[config.mk]
export PLATFORM = sky130hd
export DESIGN_NAME = comp_bist_flat
export DESIGN_NICKNAME = d
export VERILOG_FILES = /design/src/rtl/comp_bist_if.sv /design/src/rtl/comp_bist.sv /design/src/flat_wrapper.sv
export SDC_FILE = /design/constraint.sdc
export NUM_CORES = 1
export LEC_CHECK = 0
export ABC_CLOCK_PERIOD_IN_PS = 3600
export BUFFER_PORTS_ARGS = -buffer_cell sky130_fd_sc_hd__clkbuf_2
export CAP_MARGIN = 20
export CORE_UTILIZATION = 62
export CTS_BUF_LIST = sky130_fd_sc_hd__clkbuf_8
export DETAILED_ROUTE_END_ITERATION = 8
export GPL_TIMING_DRIVEN = 0
export PLACE_DENSITY_LB_ADDON = 0.08
export SYNTH_ARGS = -nofsm -noshare
export SYNTH_HDL_FRONTEND = slang
export SYNTH_SLANG_ARGS = --single-unit
export TNS_END_PERCENT = 1
[constraint.sdc]
create_clock -name clk -period 3.6 [get_ports clk]
set_input_delay 0.54 -clock clk [delete_from_list [all_inputs] [get_ports clk]]
set_output_delay 0.54 -clock clk [all_outputs]
set_load 0.005 [all_outputs]
[src/rtl/comp_bist_if.sv]
// Operand/response bus between the BIST engine and the magnitude comparator under test.
interface comp_bist_if #(
    parameter int unsigned WIDTH = 2
);
    logic [WIDTH-1:0] a;
    logic [WIDTH-1:0] b;
    logic             g;
    logic             e;
    logic             l;

    modport master (output a, output b, input g, input e, input l);
    modport slave  (input a, input b, output g, output e, output l);
endinterface

[src/rtl/comp_bist.sv]
// BIST engine: sweeps every (a,b) pair of an N-bit comparator, checks g/e/l against
// a golden unsigned compare, and reports pass/fail, error count and first failing vector.
module comp_bist #(
    parameter int unsigned WIDTH = 2,
    parameter int unsigned DWELL = 30
) (
    input  logic               clk,
    input  logic               rst,
    input  logic               start,
    comp_bist_if.master        cmp,
    output logic               busy,
    output logic               done,
    output logic               pass,
    output logic [2*WIDTH:0]   err_count,
    output logic               fail_valid,
    output logic [WIDTH-1:0]   fail_a,
    output logic [WIDTH-1:0]   fail_b
);
    localparam int unsigned CW = (DWELL > 1) ? $clog2(DWELL) : 1;
    localparam logic [CW-1:0] CNT_LAST = CW'(DWELL - 1);

    typedef enum logic [1:0] {IDLE, RUN, DONE} state_t;

    state_t                 state_q, state_d;
    logic [2*WIDTH-1:0]     vec;
    logic [CW-1:0]          cnt;
    logic                   tail;
    logic                   load, sample, finish;
    logic [WIDTH-1:0]       cur_a, cur_b;
    logic [2:0]             golden;
    logic                   mismatch;

    // a occupies the upper half so a plain increment walks a-major order
    assign cur_a = vec[2*WIDTH-1:WIDTH];
    assign cur_b = vec[WIDTH-1:0];
    assign cmp.a = cur_a;
    assign cmp.b = cur_b;

    always_comb begin
        golden = 3'b001;
        if (cur_a > cur_b)       golden = 3'b100;
        else if (cur_a == cur_b) golden = 3'b010;
    end

    assign mismatch = ({cmp.g, cmp.e, cmp.l} != golden);

    always_ff @(posedge clk) begin
        if (rst) state_q <= IDLE;
        else     state_q <= state_d;
    end

    always_comb begin
        state_d = state_q;
        load    = 1'b0;
        sample  = 1'b0;
        finish  = 1'b0;
        unique case (state_q)
            IDLE, DONE: begin
                if (start) begin
                    load    = 1'b1;
                    state_d = RUN;
                end
            end
            RUN: begin
                if (tail) begin
                    finish  = 1'b1;
                    state_d = DONE;
                end else if (cnt == CNT_LAST) begin
                    sample = 1'b1;
                end
            end
            default: state_d = IDLE;
        endcase
    end

    // One extra cycle after the last sample so pass reflects the final error count
    always_ff @(posedge clk) begin
        if (rst || load) begin
            vec        <= '0;
            cnt        <= '0;
            tail       <= 1'b0;
            busy       <= load;
            done       <= 1'b0;
            pass       <= 1'b0;
            err_count  <= '0;
            fail_valid <= 1'b0;
            fail_a     <= '0;
            fail_b     <= '0;
        end else if (finish) begin
            tail <= 1'b0;
            busy <= 1'b0;
            done <= 1'b1;
            pass <= (err_count == '0);
        end else if (state_q == RUN) begin
            if (sample) begin
                cnt <= '0;
                if (mismatch) begin
                    err_count <= err_count + 1'b1;
                    if (!fail_valid) begin
                        fail_valid <= 1'b1;
                        fail_a     <= cur_a;
                        fail_b     <= cur_b;
                    end
                end
                if (&vec) begin
                    vec  <= '0;
                    tail <= 1'b1;
                end else begin
                    vec <= vec + 1'b1;
                end
            end else begin
                cnt <= cnt + 1'b1;
            end
        end
    end
endmodule

[src/flat_wrapper.sv]
// flat-port wrapper written by rule: the top's interface ports become plain ports
module comp_bist_flat 
#(
    parameter int unsigned WIDTH = 2,
    parameter int unsigned DWELL = 30
)
  (clk, rst, start, busy, done, pass, err_count, fail_valid, fail_a, fail_b, cmp_a, cmp_b, cmp_g, cmp_e, cmp_l);
  comp_bist_if #(.WIDTH(WIDTH)) cmp_i ();
  input  logic clk;
  input  logic rst;
  input  logic start;
  output logic busy;
  output logic done;
  output logic pass;
  output logic [2*WIDTH:0] err_count;
  output logic fail_valid;
  output logic [WIDTH-1:0] fail_a;
  output logic [WIDTH-1:0] fail_b;
  output wire logic [$bits(cmp_i.a)-1:0] cmp_a;
  output wire logic [$bits(cmp_i.b)-1:0] cmp_b;
  input wire logic [$bits(cmp_i.g)-1:0] cmp_g;
  input wire logic [$bits(cmp_i.e)-1:0] cmp_e;
  input wire logic [$bits(cmp_i.l)-1:0] cmp_l;
  assign cmp_a = cmp_i.a;
  assign cmp_b = cmp_i.b;
  assign cmp_i.g = cmp_g;
  assign cmp_i.e = cmp_e;
  assign cmp_i.l = cmp_l;
  comp_bist #(.WIDTH(WIDTH), .DWELL(DWELL)) u_core (.clk(clk), .rst(rst), .start(start), .cmp(cmp_i), .busy(busy), .done(done), .pass(pass), .err_count(err_count), .fail_valid(fail_valid), .fail_a(fail_a), .fail_b(fail_b));
endmodule
# Yosys cells after proc, flatten, opt, wreduce, memory -nomap -nowiden
# Cells that the tools add are included.
[op_classes] reduce_logical=13 magnitude_cmp=1 muxes=16 n_bitwise=2 eq_ne=7 add_sub_neg=3
[ops] operator="$add 5x1->5 const B" count=2
[ops] operator="$mux 1" count=9
[ops] operator="$reduce_and 4->1" count=2
[ops] operator="$mux 2" count=3
[ops] operator="$reduce_and 6->1" count=1
[ops] operator="$eq 5x5->1 const B" count=1
[ops] operator="$logic_not 5->1" count=1
[ops] operator="$mux 5" count=1
[ops] operator="$reduce_and 5->1" count=1
[ops] operator="$add 4x1->4 const B" count=1
[ops] operator="$mux 4" count=1
[ops] operator="$pmux 2 s2" count=1
[ops] operator="$reduce_and 2->1" count=2
[ops] operator="$reduce_or 2->1" count=2
[ops] operator="$mux 3" count=1
[ops] operator="$ne 3x3->1" count=1
[ops] operator="$reduce_and 3->1" count=1
[ops] operator="$eq 2x1->1 const B" count=1
[ops] operator="$eq 2x2->1" count=1
[ops] operator="$eq 2x2->1 const B" count=1
[ops] operator="$gt 2x2->1" count=1
[ops] operator="$logic_not 2->1" count=1
[ops] operator="$ne 2x1->1 const B" count=1
[ops] operator="$ne 2x2->1 const B" count=1
[ops] operator="3 further kinds" count=4
[word_totals] regBits=25 elab_cells=53

# Logic depth before layout (Yosys ltp)
# Gate-level depths: netlist of run 1.
[logic_depth] word_depth=5 depth_mapped=7

# Least setup slack after synthesis of run 1
# OpenSTA, ideal clock, no wires.
[synth_timing] kind="register -> register" from="reg u_core.vec[2]" to="reg u_core.fail_valid" setup_ns=0.115 required_time_ns=3.485 slack_ns=1.660 synth_period_minus_slack_ns=1.940 arrival_ns=1.826 path_stages_with_launch=7 cell_sequence="dfxtp_1 -> inv_1 -> ha_1 -> and2_4 -> o41ai_4 -> a41oi_2 -> o21a_1"
[synth_via] elab_chain_len=5
[synth_rtl] element="start: declaration" line="comp_bist.sv:25" rtl="logic [2*WIDTH-1:0] vec;"
[synth_rtl] element="start signal: assignment" line="comp_bist.sv:109" rtl="vec <= vec + 1'b1;"
[synth_rtl] element="$eq 2x2->1" line="comp_bist.sv:42" rtl="else if (cur_a == cur_b) golden = 3'b010;"
[synth_rtl] element="$mux 2" line="comp_bist.sv:42"
[synth_rtl] element="$mux 3 (*)" line="comp_bist.sv:41" rtl="if (cur_a > cur_b) golden = 3'b100;"
[synth_rtl] element="$ne 3x3->1 (*)" line="comp_bist.sv:45" rtl="assign mismatch = ({cmp.g, cmp.e, cmp.l} != golden);"
[synth_rtl] element="$reduce_and 4->1 (no line) (*)"
[synth_rtl] element="end signal: assignment" line="comp_bist.sv:86" rtl="fail_valid <= 1'b0;"
[synth_rtl] element="end signal: assignment" line="comp_bist.sv:100" rtl="fail_valid <= 1'b1;"
[synth_rtl] element="end: declaration" line="comp_bist.sv:15" rtl="output logic fail_valid,"
# Every way passes the cells marked *; elsewhere a longest branch is shown, timed or not.
# A chain may end at the register's enable or synchronous reset.

# Final worst setup path of run 1
# Same ends and word-level chain as after synthesis.

==> impl_results.md, run 1 <==
* Syn Area/Cell at 9.18 um2
* Max-slew violation count at 0
* CP top delay family: compound AO/OA/AOI/OAI gates
* Clk slew on worst S/H paths at 0.09 ns
* Post-route ant nets at 0
* Fin area at 1540 um2
* Worst Path Arrival at 2.39 ns
* Area of the multi-input gates at 778 um2
* Pwr Density at 318 nW/um2
* Hold EP: u_core.fail_a[1]
* Effective utilization at floorplan at 0.674
* R2R setup slack at 1.38 ns
* Vias in the first global route at 1,145
* Number of synthesized register bits at 25
* Hold Crit Class: flop to flop
* Grt ovf at 0
* Antenna violations before repair at 0
* IO buf count at 22
* Worst setup margin at 1.38 ns
* Setup Fix Bufs, Post-CTS at 0
* Nets at 187
* P_leak at 0.622 nW
* CTS tree: yes
* Fin crit share at 0.617
* Crit path cell chain: inv_1 -> ha_1 -> and2_4 -> o41ai_4 -> a41oi_2 -> o21a_1
* Setup Viol. Count Final at 0
* Post-CTS sizing at 0
* Synth cell count leaders: dfxtp_1 (24), nand2_1 (20), a21oi_1 (12)
* Clock Tree Buf Depth at 2
* RSZ-0062 raised after global routing: false
* Reg area at 510 um2
* H-tree depth at 1
* Reg-to-Reg Start: u_core.vec[2]
* Crit start category: flop
* Gp weighted congestion at 0.756
* WS Path Type: flop to flop
* CTS sink count at 25
* Synth area leader: dfxtp_1
* Root Driver: clkbuf_8
* Vias per cell at 5.90
* Synthesized area at 1350 um2
* Mapped Cells at 147
* Inserted Clock Buffers at 3
* Post-synthesis sequential area ratio at 0.378
* DRT iter0 DRCs at 22
* Die Ht at 48.7 um
* Number of flops mapped to enable cells by yosys at 1
* Clk_lat worst skew at 0.27 ns
* Core area at 2000 um2
* Tmin final at 2.22 ns
* Pre-CTS setup slack at 1.44 ns
* Worst R2R End: u_core.fail_valid
* WL/cell at 15.6 um
* DIE AREA at 2370 um2
* Fmax at 450 MHz
* VDD IR max at 0.308 mV
* Layout cells sized above 1 at 0.231
* Setup TNS at 0 ns
* Final Util at 0.769
* Gr usage total at 0.287
* DR pass1 iterations at 4
* Boundary Pins at 23
* Slew @ Worst Pin at 0.513 ns
* Max_slew headroom at 0.657
* Max Cap Viol at 0
* CP peak stage delay at 0.54 ns
* Hold Buf Count CTS at 0
* Hold_sp: u_core.fail_a[1]
* Die W at 48.7 um
* Largest net degree at the start of global routing at 14
* Yosys warns at 0
* Placed cell area at 1490 um2
* Reg2reg path depth at 6
* Ys flop type: dfxtp_1
* # fillers at 156
* Syn Nets at 160
* Synth top area cells: dfxtp_1 (36%), mux2i_1 (7.4%), ha_1 (6.5%)
* Final Hold Fails at 0
* Hold Path Depth at 2
* Slowest CP cell: o41ai_4
* Syn-to-layout area delta at 14.0%
* Post-synth top area share at 0.356
* CP max FO at 7
* Row count at 16
* Required @ worst endpoint at 3.77 ns
* DRC at 0
* Status: finished, final reports clean
* Crit end category: flop
* FFs w/ async S/R, synth at 0
* Most numerous cell in the Yosys netlist: dfxtp_1
* Setup Skew at 0.00211 ns
* Distinct cells, synth at 43
* DP HPWL at 2.26 mm
* N_diodes at 0
* Number of buffers and inverters on the critical path at 1
* WL final at 3.12 mm
* DR vias at 1,179
* First-pass GRT wire length at 5.12 mm
==> state kept, by name (all words and copies together), names as in the netlist <==
register	count
u_core.busy	1
u_core.cnt	5
u_core.done	1
u_core.err_count	5
u_core.fail_a	2
u_core.fail_b	2
u_core.fail_valid	1
u_core.pass	1
u_core.state_q	2
u_core.tail	1
u_core.vec	4
==> report_power, final <==
group	switching [mW]	internal, mW
clock	0.0893	0.0764
combinational	0.0263	0.0137
sequential	0.00275	0.281
==> worst reg2reg max path: stages (launching register included) <==
cell and delay [ns]:
dfxtp_1 0.46, inv_1 0.11, ha_1 0.33, and2_4 0.19, o41ai_4 0.54, a41oi_2 0.27
o21a_1 0.22
==> cell type report <==
class	instances	share of cell area
Clock inverter	1	0.00244
Timing Repair Buffer	22	0.0715
Inverter	9	0.0220
Clock buffer	3	0.0268
Tap cell	27	0.0220
Multi-Input combinational cell	108	0.506
Buffer	5	0.0179
Sequential cell	25	0.332
==> worst max-delay path by stage <==
stage                  start           endpoint  depth (start not counted)
2_1_floorplan  u_core.vec[2]  u_core.fail_valid                          6
3_3_place_gp   u_core.vec[2]  u_core.fail_valid                          6
3_5_place_dp   u_core.vec[1]  u_core.fail_valid                          6
4_1_cts        u_core.vec[2]  u_core.fail_valid                          6
5_1_grt        u_core.vec[1]  u_core.fail_valid                          6
6_report       u_core.vec[2]  u_core.fail_valid                          6
==> stage by stage <==
step / total power [mW] / instances / hold WS [ns]
floorplan: 0.316 / 147 / 0.432
global placement: 0.327 / 196 / 0.433
detailed placement: 0.329 / 196 / 0.449
CTS: 0.489 / 200 / 0.463
global route: 0.505 / 200 / 0.493
finish: 0.490 / 200 / 0.464
==> routing by layer <==
metal | GRT usage | vias up | wire length, um
li1 | - | 584 | -
met3 | 0.0377 | 10 | 95
met5 | 0 | - | 0
met4 | 0.152 | 0 | 105
met2 | 0.502 | 31 | 1550
met1 | 0.339 | 554 | 1360
==> cells by family after synthesis <==
family          count (synthesis)  synth area share
flops                          25             0.378
compound gates                 30             0.189
mux                            10            0.0741
fa+ha+maj                       7            0.0649
simple gates                   60             0.242
xor+xnor                        1           0.00649
buf+inv                        14            0.0454
==> cells in the final DEF, fill, tap and decap left out, types with 3 or more instances in the layout <==
| cell type | synthesis | layout |
|---|---|---|
| a21oi_1 | 12 | 12 |
| a41oi_1 | 6 | 6 |
| and3_1 | 3 | 3 |
| clkbuf_1 | 3 | 3 |
| clkbuf_2 | 0 | 22 |
| clkbuf_8 | 0 | 3 |
| dfxtp_1 | 24 | 24 |
| ha_1 | 7 | 7 |
| inv_1 | 9 | 10 |
| mux2i_1 | 10 | 10 |
| nand2_1 | 20 | 20 |
| nand3_1 | 6 | 6 |
| nor2_1 | 6 | 6 |
| nor3_1 | 3 | 3 |
| or3_1 | 5 | 5 |
Power figures use the tool's default switching activity.
==> run 2: changes to the inputs <==
- ABC_CLOCK_PERIOD_IN_PS: 3600 -> 2000
- CORE_ASPECT_RATIO: unset -> 0.5
- CORE_UTILIZATION: 62 -> 52
- clock period: 3.6 -> 2 ns (I/O delays scaled with it)
==> impl_results.md, run 2 (synthesis results as in run 1) <==
* CP max FO at 4
* Met3 usage at 0.0632
* P_leak at 0.642 nW
* Clk slew on worst S/H paths at 0.09 ns
* WL/cell at 13.3 um
* DRT iter0 DRCs at 24
* Antenna violations before repair at 0
* Max_slew headroom at 0.687
* DP HPWL at 2.05 mm
* Syn-to-layout area delta at 19.3%
* Boundary Pins at 23
* Post-route ant nets at 0
* Met2 usage at 0.320
* Number of buffers and inverters on the critical path at 2
* Inserted Clock Buffers at 3
* Most frequent cells in the layout: clkbuf_2 (22), nand2_1 (20), dfxtp_1 (20)
* Top Registers: u_core.cnt x5, u_core.err_count x5, u_core.vec x4
* CP peak stage delay at 0.37 ns
* N_diodes at 0
* Setup Viol. Count Final at 0
* CTS sink count at 25
* Vias per cell at 5.48
* Clk_lat worst skew at 0.28 ns
* Die W at 74.1 um
* Tmin final at 1.91 ns
* Total power at 899 uW
* Core area at 2330 um2
* Crit end category: flop
* Fmax at 525 MHz
* Max Cap Viol at 0
* Pwr Density at 558 nW/um2
* Row count at 12
* DRC at 0
* Layout cells sized above 1 at 0.287
* Clock Tree Buf Depth at 2
* Root Driver: clkbuf_8
* Hold Buf Count CTS at 0
* Final Util at 0.692
* Slew @ Worst Pin at 0.470 ns
* Setup Skew at 0.00145 ns
* Most common cell after layout, fill and taps aside: clkbuf_2
* M1 GR Usage at 0.293
* DIE AREA at 2820 um2
* CTS tree: yes
* Gr usage total at 0.215
* Gp weighted congestion at 0.797
* Required @ worst endpoint at 2.17 ns
* DR vias at 1,168
* Vias in the first global route at 920
* Fin crit share at 0.953
* RSZ-0062 raised after global routing: false
* WS Path Type: flop to flop
* Effective utilization at floorplan at 0.580
* Slowest CP cell: dfxtp_4
* VDD IR max at 0.288 mV
* Status: finished, final reports clean
* Crit start category: flop
* Worst Path Arrival at 2.07 ns
* IO buf count at 22
* DR pass1 iterations at 4
* H-tree depth at 1
* CP top delay family: compound AO/OA/AOI/OAI gates
* Top Usage Layer GRT: met2
* Max-slew violation count at 0
* Largest net degree at the start of global routing at 15
* Die Ht at 38.0 um
* Nets at 192
* Hold Crit Class: input pin to flop
* Grt ovf at 0
* Final Hold Fails at 0
* WL final at 2.84 mm
* First-pass GRT wire length at 4.30 mm
* Crit path cell chain: inv_1 -> ha_1 -> and2_4 -> o41ai_4 -> buf_4 -> a41oi_4 -> mux2i_1
* # fillers at 188
-- run 2: power breakdown --
| group | total (mW) | internal [mW] | switching (mW) |
|---|---|---|---|
| registers | 0.508 | 0.504 | 0.00494 |
| clock network | 0.316 | 0.140 | 0.176 |
| logic | 0.0745 | 0.0271 | 0.0474 |
-- run 2: metrics by stage --
stage	cell area [um2]	instances	setup TNS [ns]	setup WS (ns)	hold WS [ns]
CTS	1570	210	0	0.0131	0.260
detailed placement	1500	204	-0.970	-0.175	0.449
finish	1610	213	0	0.0942	0.267
floorplan	1350	147	0	0.0596	0.369
global route	1610	213	0	0.00300	0.262
global placement	1500	204	-0.506	-0.119	0.434
-- run 2: worst paths after layout --
path | depth (start not counted) | end | from | slack [ns]
max | 7 | u_core.fail_b[0] | u_core.vec[2] | 0.09
min | 2 | u_core.state_q[1] | rst | 0.27
min reg2reg | 2 | u_core.fail_b[1] | u_core.fail_b[1] | 0.46
max reg2reg | 7 | u_core.fail_b[0] | u_core.vec[2] | 0.09
-- run 2: final cells by class --
type,count,area (um2),share of cell area
clock buffer,3,41.3,0.0256
multi-input combinational,108,791,0.491
clock inverter,1,5.00,0.00311
inverter,9,33.8,0.0210
sequential,25,520,0.323
tap,35,43.8,0.0272
timing repair buffer,27,148,0.0917
buffer,5,27.5,0.0171
-- run 2: timing repair --
item                       in CTS  in global routing
buffers inserted                2                  3
pin swaps                       1                  1
setup endpoints to repair      10                 10
resized for setup               1                  6
-- run 2: per-layer routing --
layer,vias to the layer above,share of wire
li1,593,-
met1,549,0.53
met2,21,0.42
met3,5,0.034
met4,0,0.013
met5,-,0
